**src/rtl/kamus_pkg.sv**
```systemverilog
// Shared types and constants for the kamus instruction fetch path.
package kamus_pkg;

    // One buffered instruction together with the address it was fetched from.
    typedef struct packed {
        logic [31:0] addr;
        logic [31:0] data;
    } fetch_entry_t;

    // Clears the byte-offset bits so every fetch address is word aligned.
    localparam logic [31:0] INSTR_ALIGN_MASK = 32'hFFFF_FFFC;

endpackage

```
**src/rtl/kamus_sync_fifo.sv**
```systemverilog
// Small in-order FIFO with a combinational head, flush and occupancy count.
// DEPTH must be a power of two so the pointers wrap naturally.
module kamus_sync_fifo #(
    parameter type elem_t = logic [63:0],
    parameter int  DEPTH  = 4
) (
    input  logic                         clk,
    input  logic                         srst,
    input  logic                         push,
    input  elem_t                        push_data,
    input  logic                         pop,
    input  logic                         flush,
    output elem_t                        head,
    output logic                         full,
    output logic                         empty,
    output logic [$clog2(DEPTH+1)-1:0]   count
);
    localparam int AW = $clog2(DEPTH);
    localparam int CW = $clog2(DEPTH+1);

    elem_t          mem_reg [DEPTH];
    logic [AW-1:0]  wr_ptr_reg;
    logic [AW-1:0]  rd_ptr_reg;
    logic [CW-1:0]  count_reg;
    logic           do_push;
    logic           do_pop;

    assign empty   = (count_reg == '0);
    assign full    = (count_reg == CW'(DEPTH));
    assign count   = count_reg;
    assign head    = mem_reg[rd_ptr_reg];
    assign do_pop  = pop && !empty;
    // A push into a full FIFO is only accepted when the head leaves this cycle.
    assign do_push = push && (!full || do_pop);

    // Storage write; a flush wins over a push so nothing stale survives it.
    always_ff @(posedge clk) begin
        if (do_push && !flush) begin
            mem_reg[wr_ptr_reg] <= push_data;
        end
    end

    // Pointer and occupancy bookkeeping.
    always_ff @(posedge clk) begin
        if (srst || flush) begin
            wr_ptr_reg <= '0;
            rd_ptr_reg <= '0;
            count_reg  <= '0;
        end else begin
            if (do_push) begin
                wr_ptr_reg <= wr_ptr_reg + AW'(1);
            end
            if (do_pop) begin
                rd_ptr_reg <= rd_ptr_reg + AW'(1);
            end
            count_reg <= count_reg + CW'(do_push) - CW'(do_pop);
        end
    end

endmodule

```
**src/rtl/kamus_fetch_buffer.sv**
```systemverilog
// Instruction fetch buffer: issues sequential word fetches, buffers the
// responses in order and hands them to the core on a valid/ready handshake.
// A redirect flushes the buffer and drops every response still in flight.
// Optional build macro KAMUS_FETCH_BYPASS_EN: a response arriving while the
// buffer is empty is presented to the core in the same cycle.
module kamus_fetch_buffer
    import kamus_pkg::*;
#(
    parameter int          DEPTH    = 4,
    parameter logic [31:0] RESET_PC = 32'h0000_0000
) (
    input  logic        clk_i,
    input  logic        rst_i,
    output logic        imem_req_o,
    output logic [31:0] imem_addr_o,
    input  logic        imem_gnt_i,
    input  logic        imem_rvalid_i,
    input  logic [31:0] imem_rdata_i,
    output logic        instr_valid_o,
    output logic [31:0] instr_data_o,
    output logic [31:0] instr_addr_o,
    input  logic        instr_ready_i,
    input  logic        redirect_i,
    input  logic [31:0] redirect_addr_i
);
    localparam int             CW      = $clog2(DEPTH+1);
    localparam logic [CW:0]    DEPTH_W = (CW+1)'(DEPTH);
    localparam logic [31:0]    START_PC = RESET_PC & INSTR_ALIGN_MASK;

    logic [31:0]   fetch_pc_reg;
    logic [31:0]   resp_pc_reg;
    logic [CW-1:0] outstanding_reg;
    logic [CW-1:0] outstanding_next;
    logic [CW-1:0] drop_count_reg;
    logic [CW-1:0] fifo_count;
    logic [CW:0]   occupancy;
    logic [31:0]   redirect_pc;
    fetch_entry_t  push_entry;
    fetch_entry_t  head_entry;
    logic          fifo_full;
    logic          fifo_empty;
    logic          fifo_push;
    logic          fifo_pop;
    logic          grant;
    logic          resp_keep;
    logic          resp_drop;
    logic          bypass;

    // Buffered plus in-flight instructions never exceed DEPTH, which is what
    // makes a FIFO overflow impossible.
    assign occupancy   = {1'b0, fifo_count} + {1'b0, outstanding_reg};
    assign imem_req_o  = !rst_i && !redirect_i && (occupancy < DEPTH_W);
    assign imem_addr_o = rst_i ? START_PC : fetch_pc_reg;
    assign grant       = imem_req_o && imem_gnt_i;
    assign redirect_pc = redirect_addr_i & INSTR_ALIGN_MASK;

    // A response is kept only if it is not owed to an older, flushed stream and
    // does not coincide with a redirect.
    assign resp_keep   = imem_rvalid_i && (drop_count_reg == '0) && !redirect_i;
    assign resp_drop   = imem_rvalid_i && (drop_count_reg != '0);
    assign outstanding_next = outstanding_reg + CW'(grant) - CW'(imem_rvalid_i);

`ifdef KAMUS_FETCH_BYPASS_EN
    assign bypass = fifo_empty && resp_keep;
`else
    assign bypass = 1'b0;
`endif

    assign push_entry = '{addr: resp_pc_reg, data: imem_rdata_i};
    // A bypassed response taken by the core the same cycle is never stored.
    assign fifo_push  = resp_keep && !(bypass && instr_ready_i);
    assign fifo_pop   = instr_valid_o && instr_ready_i && !fifo_empty;

    kamus_sync_fifo #(
        .elem_t (fetch_entry_t),
        .DEPTH  (DEPTH)
    ) u_fifo (
        .clk       (clk_i),
        .srst      (rst_i),
        .push      (fifo_push),
        .push_data (push_entry),
        .pop       (fifo_pop),
        .flush     (redirect_i),
        .head      (head_entry),
        .full      (fifo_full),
        .empty     (fifo_empty),
        .count     (fifo_count)
    );

    // Core-facing outputs: FIFO head, or the live response when bypassing; zero otherwise.
    always_comb begin
        instr_valid_o = 1'b0;
        instr_data_o  = '0;
        instr_addr_o  = '0;
        if (!rst_i) begin
            if (!fifo_empty) begin
                instr_valid_o = 1'b1;
                instr_data_o  = head_entry.data;
                instr_addr_o  = head_entry.addr;
            end else if (bypass) begin
                instr_valid_o = 1'b1;
                instr_data_o  = imem_rdata_i;
                instr_addr_o  = resp_pc_reg;
            end
        end
    end

    // Fetch/response address tracking and in-flight accounting.
    always_ff @(posedge clk_i) begin
        if (rst_i) begin
            fetch_pc_reg    <= START_PC;
            resp_pc_reg     <= START_PC;
            outstanding_reg <= '0;
            drop_count_reg  <= '0;
        end else begin
            outstanding_reg <= outstanding_next;
            if (redirect_i) begin
                fetch_pc_reg   <= redirect_pc;
                resp_pc_reg    <= redirect_pc;
                drop_count_reg <= outstanding_next;
            end else begin
                if (grant) begin
                    fetch_pc_reg <= fetch_pc_reg + 32'd4;
                end
                if (resp_keep) begin
                    resp_pc_reg <= resp_pc_reg + 32'd4;
                end
                if (resp_drop) begin
                    drop_count_reg <= drop_count_reg - CW'(1);
                end
            end
        end
    end

    // The capacity rule must keep pushes away from a full FIFO.
    assert property (@(posedge clk_i) disable iff (rst_i)
        !(fifo_push && fifo_full && !fifo_pop));

endmodule
```
**config.mk**
```make
export PLATFORM = sky130hd
export DESIGN_NAME = kamus_fetch_buffer
export DESIGN_NICKNAME = d
export VERILOG_FILES = /design/src/rtl/kamus_pkg.sv /design/src/rtl/kamus_sync_fifo.sv /design/src/rtl/kamus_fetch_buffer.sv
export SDC_FILE = /design/constraint.sdc
export NUM_CORES = 1
export LEC_CHECK = 0
export ABC_AREA = 1
export CAP_MARGIN = 15
export CORE_MARGIN = 2
export CORE_UTILIZATION = 33
export CTS_BUF_LIST = sky130_fd_sc_hd__clkbuf_8
export DETAILED_ROUTE_END_ITERATION = 10
export SYNTH_ARGS = -nofsm -noshare
export SYNTH_HDL_FRONTEND = slang
export SYNTH_HIERARCHICAL = 1
export SYNTH_SLANG_ARGS = --single-unit
export TNS_END_PERCENT = 10
```
**constraint.sdc**
```tcl
create_clock -name clk_i -period 5.8 [get_ports clk_i]
set_clock_uncertainty 0.1 [all_clocks]
set_input_delay 0.58 -clock clk_i [delete_from_list [all_inputs] [get_ports clk_i]]
set_output_delay 0.58 -clock clk_i [all_outputs]
set_load 0.03 [all_outputs]
```
==> results.json, run 1 <==
{
  "status": "finished, final reports clean",
  "endpoint_kind": "output port",
  "start_util": 0.334,
  "setup_violations": 0,
  "largest_reg_flops": 256,
  "clockRootBuffer": "clkbuf_8",
  "die_h_um": 218,
  "port_buffers": 163,
  "dr.pass1.iters": 5,
  "final_cells": 2413,
  "slew-limit-headroom": 0.261,
  "slowest_delay_ns": 0.81,
  "cts_tree": "done",
  "fp-row-count": 78,
  "drc": 0,
  "pwr_density_cell_nw_per_um2": 279,
  "period_minus_slack_ns": 4.25,
  "crit_chain": "inv_4, buf_4, nor2_1, o22ai_1, inv_1, nor2_1, clkdlybuf4s50_1",
  "dp_hpwl_mm": 24.4,
  "vias": 11600,
  "tightest_slew_ns": 1.11,
  "crit_required_ns": 5.12,
  "fp.dieArea_um2": 47700,
  "post_cts_resized": 0,
  "ctsLongestPathBuffers": 3,
  "gp_congestion": 0.858,
  "worst-setup-path-type": "reg -> out",
  "clk-insertion-delay-late_ns": 0.64,
  "crit_path_max_fanout": 100,
  "cts.htree.levels": 2,
  "ios": 168,
  "fmax_mhz": 235,
  "layout_commonest_cell": "nor2_1",
  "grt_use_total": 0.163,
  "final_nets": 1856,
  "numCtsBuffers": 56,
  "stdcell_area_um2": 18400,
  "dr.first_iter.drc_count": 875,
  "setup_tns_ns": 0,
  "period_share": 0.734,
  "wl_per_cell_um": 16.4,
  "hold_violations": 0,
  "nFillCells": 4505,
  "cts_hold_buf": 0,
  "slew_violations": 0,
  "crit_slowest_cell": "inv_4",
  "critPathLaunchType": "flip-flop",
  "cp.arrival_ns": 3.57,
  "vias_per_cell": 4.80,
  "die_x_um": 218,
  "path_clk_slew_ns": 0.06,
  "syn_inst": 1599,
  "drv_cap": 0,
  "grt_overflow": 0,
  "core_um2": 45400,
  "ys_warn_count": 6,
  "antennaDiodeCount": 0,
  "syn_area_um2": 15200,
  "postCtsSetupRepairBufs": 0,
  "placed_cells": 2313,
  "grt_pass1_vias": 11000,
  "rsz0062_at_grt": "false",
  "drive_gt1_frac": 0.0794,
  "antenna_found_initial": 0,
  "critPathMostFrequentCell": "nor2_1",
  "p_leak_nw": 6.73,
  "mostFrequentLayoutCells": "nor2_1, edfxtp_1, nand2_1",
  "syn_to_final_growth_pct": 20.9,
  "hp-class": "in -> reg",
  "ant_nets": 0,
  "max-vdd-ir-drop_mv": 0.138,
  "synth_area_per_cell_um2": 9.49,
  "clock_sinks": 331,
  "grt_first_pass_wirelength_mm": 60.9,
  "wl_mm": 39.5,
  "grt_max_degree": 101,
  "place_area_um2": 17300
}
area by class of cell:
type / count / area [um^2] / area share
Clock buffer: 57 / 785 / 0.0428
Timing Repair Buffer: 178 / 1740 / 0.0948
Sequential cell: 331 / 9190 / 0.501
Inverter: 190 / 717 / 0.0391
Clock inverter: 43 / 272 / 0.0148
Multi-Input combinational cell: 1014 / 4890 / 0.267
Tap cell: 600 / 751 / 0.0409
critical path: cells and delay by family, from the launching register on:
family / cells / cell delay [ns]
compound gates: 1 / 0.17
buf+inv: 4 / 2.04
flops: 1 / 0.46
simple gates: 2 / 0.24
where the power goes:
group / switching [mW] / internal [mW] / total, mW / leakage [nW]
sequential: 0.0696 / 2.63 / 2.70 / 2.95
clock: 0.947 / 1.05 / 2.00 / 0.602
combinational: 0.266 / 0.159 / 0.425 / 3.18
per-layer routing:
metal | track usage | vias up | part of all wire
li1 | - | 5703 | -
met1 | 0.222 | 5507 | 0.47
met2 | 0.261 | 319 | 0.45
met3 | 0.0335 | 48 | 0.059
met4 | 0.0460 | 0 | 0.018
met5 | 0 | - | 0
per-stage QoR:
| step | power, mW | utilization | setup slack, ns | hold WS [ns] |
|---|---|---|---|---|
| finish | 5.12 | 0.404 | 1.55 | 0.316 |
| global route | 5.34 | 0.404 | 1.26 | 0.299 |
| CTS | 5.19 | 0.404 | 1.44 | 0.274 |
| detailed placement | 3.17 | 0.381 | 2.11 | 0.398 |
| global placement | 3.16 | 0.381 | 2.12 | 0.383 |
| floorplan | 2.99 | - | 0.641 | 0.368 |
path summary, 6_finish.rpt:
path	start	to	slack, ns	cells past startpoint
worst max-delay path	flip-flop	instr_data_o[0]	1.55	7
worst min-delay path	rst_i	fetch_pc_reg[8]	0.32	4
worst max register to register	u_fifo/count[1]	u_fifo/mem_reg[2][56]	2.49	13
worst min register to register	u_fifo/rd_ptr_reg[0]	flip-flop	0.41	2
No activity file was read; power rests on OpenSTA's default activity.
==> inputs of run 2 (changes only) <==
clock period = 4.3 ns   (was 5.8 ns; I/O delays follow)
==> run 2 against run 1 <==
Effect of this change:
- routed wire length shrank 1.9%
- count of clock-buffer cells in the layout down 2
- combinational power rose by 36%
- final area increased by 1.1%
- flip-flop and latch count unchanged
- critical path depth stayed put
- die area stayed put
- core utilization rose by 0.43 points
==> results.json, run 2 (same netlist as run 1, synthesis figures left out) <==
{
  "status": "finished, final reports clean",
  "slew-limit-headroom": 0.501,
  "crit_path_max_fanout": 28,
  "grt_overflow": 0,
  "cp-endpoint": "instr_data_o[0]",
  "layout_commonest_cell": "nor2_1",
  "final_nets": 1860,
  "ctsLongestPathBuffers": 3,
  "drive_gt1_frac": 0.0843,
  "slew_violations": 0,
  "vias": 11500,
  "postCtsSetupRepairBufs": 0,
  "die_x_um": 218,
  "wl_mm": 38.8,
  "drv_cap": 0,
  "fmax_mhz": 270,
  "final_util": 0.409,
  "cts.htree.levels": 2,
  "ff2ff_path_depth": 13,
  "fp.dieArea_um2": 47700,
  "antennaDiodeCount": 0,
  "grt_pass1_vias": 11200,
  "setup_violations": 0,
  "hp-class": "in -> reg",
  "wl_per_cell_um": 16.0,
  "p_leak_nw": 6.78,
  "fp-row-count": 78,
  "grt_use_total": 0.162,
  "port_buffers": 163,
  "crit_required_ns": 3.77,
  "r2r-start": "u_fifo/count[1]",
  "rsz0062_at_grt": "false",
  "start_util": 0.334,
  "gp_congestion": 0.871,
  "rr_endpoint": "u_fifo/mem_reg[1][40]",
  "dr.first_iter.drc_count": 987,
  "endpoint_kind": "output port",
  "ant_nets": 0,
  "placed_cells": 2319,
  "clockRootBuffer": "clkbuf_8",
  "total_power_mw": 7.11,
  "cts_tree": "done",
  "dr.pass1.iters": 5,
  "cts_hold_buf": 0,
  "vias_per_cell": 4.77,
  "clk-insertion-delay-late_ns": 0.63,
  "tightest_slew_ns": 0.748,
  "period_share": 0.860,
  "grt_max_degree": 91,
  "die_h_um": 218,
  "pwr_density_cell_nw_per_um2": 383,
  "drc": 0,
  "critPathLaunchType": "flip-flop",
  "antenna_found_initial": 0,
  "core_um2": 45400,
  "dp_hpwl_mm": 25.0,
  "ios": 168,
  "cp.arrival_ns": 3.17,
  "syn_to_final_growth_pct": 22.2,
  "worst-setup-path-type": "reg -> out",
  "final_cells": 2416,
  "rrSetupSlack_ns": 1.34,
  "numCtsBuffers": 54,
  "grt_first_pass_wirelength_mm": 60.7,
  "hold_violations": 0,
  "max-vdd-ir-drop_mv": 0.171,
  "hold_depth": 6,
  "path_clk_slew_ns": 0.06,
  "pre_cts_slack_ns": 1.00,
  "holdWs_ns": 0.204,
  "clock_sinks": 331,
  "largest_reg_flops": 256,
  "fin_ws_ns": 0.601,
  "post_cts_resized": 0,
  "mostFrequentLayoutCells": "nor2_1, edfxtp_1, nand2_1",
  "period_minus_slack_ns": 3.70
}
## run 2: per-layer routing
layer	share of wire	track usage
met5	0	0
met4	0.020	0.0469
met3	0.062	0.0306
met2	0.46	0.261
met1	0.46	0.222
## run 2: metrics by stage
step,cell area (um^2),TNS (ns)
6_report,18500,0
5_1_grt,18500,0
4_1_cts,18500,0
3_5_place_dp,17400,0
3_3_place_gp,17400,0
2_1_floorplan,15200,-208.13
## run 2: worst min path at each step
stage / from / endpoint / slack [ns]
3_3_place_gp: u_fifo/rd_ptr_reg[0] / flip-flop / 0.39
2_1_floorplan: u_fifo/rd_ptr_reg[1] / flip-flop / 0.37
3_5_place_dp: u_fifo/rd_ptr_reg[0] / u_fifo/rd_ptr_reg[0] / 0.40
6_report: rst_i / flip-flop / 0.20
4_1_cts: rst_i / outstanding_reg[1] / 0.18
5_1_grt: rst_i / resp_pc_reg[24] / 0.19
## run 2: power breakdown
group / switching (mW) / total [mW] / internal (mW)
logic: 0.361 / 0.579 / 0.218
clock network: 1.27 / 2.89 / 1.62
registers: 0.0920 / 3.64 / 3.54
total: 1.72 / 7.11 / 5.38
## run 2: cell type report
cell class,count,area (um^2)
Tap cell,600,751
Clock inverter,42,374
Fill cell,4456,26800
Clock buffer,55,757
Timing Repair Buffer,184,1860
Multi-Input combinational cell,1014,4890
Inverter,190,717
Sequential cell,331,9190
## run 2: worst max-delay path: stages, from the launching register on
cell and delay [ns]:
dfxtp_2 0.48, inv_2 0.50, buf_4 0.38, o21ai_0 0.14
o22ai_1 0.14, inv_1 0.06, nor2_1 0.14, clkdlybuf4s50_1 0.70
==> inputs of run 3 (changes only) <==
TNS_END_PERCENT = 5   (was 10)
==> results of run 3 <==
Same layout as run 2: the final DEF is identical, and so are final timing and power.
==> RTL edit, RTL diff (settings of run 2) <==
`DEPTH` is set to 4 in 2 places; all go to 8.
--- a/src/rtl/kamus_sync_fifo.sv
+++ b/src/rtl/kamus_sync_fifo.sv
@@ -4,3 +4,3 @@
     parameter type elem_t = logic [63:0],
-    parameter int  DEPTH  = 4
+    parameter int  DEPTH  = 8
 ) (
--- a/src/rtl/kamus_fetch_buffer.sv
+++ b/src/rtl/kamus_fetch_buffer.sv
@@ -8,3 +8,3 @@
 #(
-    parameter int          DEPTH    = 4,
+    parameter int          DEPTH    = 8,
     parameter logic [31:0] RESET_PC = 32'h0000_0000
Behaviour: not the same (a bounded check fails within 10 cycles, from zero or initial values and one cycle with rst_i high).
==> RTL edit against run 2 <==
  * Worst setup slack worse by 0.068 ns
  * Critical endpoint is now instr_addr_o[15]
  * Power is 66% higher
  * Sequential cell count is 262 higher
  * Final area is 66% higher
  * Routed wire length is 66% higher
  * Synthesized area is 72% higher
  * Critical path type unchanged
  * Clock power is 58% higher
  * Global-route usage is 0.67 points lower
==> RTL edit: results (changes against run 2) <==
| Metric | Value |
|---|---|
| Fin Hold WS | 0.0784 ns (-0.126 ns) |
| Layout Cells excl Fill | 3954 (+64%) |
| Final nets | 2918 (+57%) |
| Number of CTS-inserted buffers | 98 (+81%) |
| Placed insts | 3778 (+63%) |
| Number of global-route vias before repair | 17600 (+58%) |
| Antenna violations before repair | 3 (+3) |
| Hold Crit Depth | 4 (-2) |
| H-tree depth | 3 (+1) |
| Max reg flops | 512 (+100%) |
| Status | finished clean |
| Fraction of layout cells with a size suffix above 1 | 0.0713 (-0.0129) |
| Placed inst area | 29000 um^2 (+67%) |
| Post-route cell area | 30900 um^2 (+66%) |
| GP Congestion | 0.855 (-1.8%) |
| Largest net degree at the start of global routing | 147 (+62%) |
| Reg2reg start | u_fifo/count[2] |
| CP max stage delay | 0.68 ns (-0.02 ns) |
| Worst Tran Pin Value | 0.790 ns (+0.0417 ns) |
| Clk_lat worst skew | 0.69 ns (+0.06 ns) |
| FF-to-FF setup slack | 1.06 ns (-0.28 ns) |
| Worst-case reg-to-reg path depth | 12 (-1) |
| Per-cell routed wire length | 16.3 um (+1.5%) |
| Static leakage | 11.3 nW (+66%) |
| First-pass GRT wire length | 98800 um (+63%) |
| DR vias/cell | 4.64 (-2.7%) |
| DP HPWL | 36800 um (+47%) |
| Pre-CTS WS | 1.02 ns (+0.0156 ns) |
| 1st-iter DRT viols | 1118 (+13%) |
| Peak VDD IR | 217 uV (+27%) |
## RTL edit: worst max path at each step
stage	cells after the start	end	start	slack, ns
3_3_place_gp	8	u_fifo/mem_reg[0][23]	instr_ready_i	1.06
3_5_place_dp	12	u_fifo/mem_reg[6][23]	u_fifo/count[2]	1.02
4_1_cts	9	instr_addr_o[15]	flop	0.44
5_1_grt	9	instr_addr_o[15]	flop	0.23
6_report	9	instr_addr_o[15]	flop	0.53
2_1_floorplan	12	u_fifo/mem_reg[0][0]	u_fifo/count[2]	-1.06
## RTL edit: cell families after synthesis
family | after synthesis
AO/OA/AOI/OAI | 501
XOR/XNOR | 17
adder cells (fa/ha/maj) | 20
buffers and inverters | 324
flip-flops | 593
other | 1
AND/OR/NAND/NOR | 1186
## RTL edit: worst min-delay path: cells and delay by family
| family | cells | cell delay (ns) |
|---|---|---|
| buffers and inverters | 3 | 0.30 |
| and+or+nand+nor | 1 | 0.10 |
## RTL edit: power breakdown
group	switching [mW]	leakage (nW)	internal, mW
sequential	0.126	5.33	6.36
combinational	0.454	4.86	0.263
clock	2.21	1.08	2.37
total	2.79	11.3	8.99
## RTL edit: metal layers
layer,vias to the layer above,track usage,wire length (um)
met5,-,0,12
met4,2,0.0407,1200
met3,92,0.0307,3260
met2,400,0.258,30300
met1,8610,0.209,29600
li1,9233,-,-
## RTL edit: final cells by class
cell class              count  area share
diodes                      2    0.000162
clock buffers             101      0.0451
clock inverters            73      0.0135
inverters                 193      0.0240
multi-input cells        1742       0.255
flip-flops and latches    593       0.551
well taps                1050      0.0426
repair buffers            200      0.0689
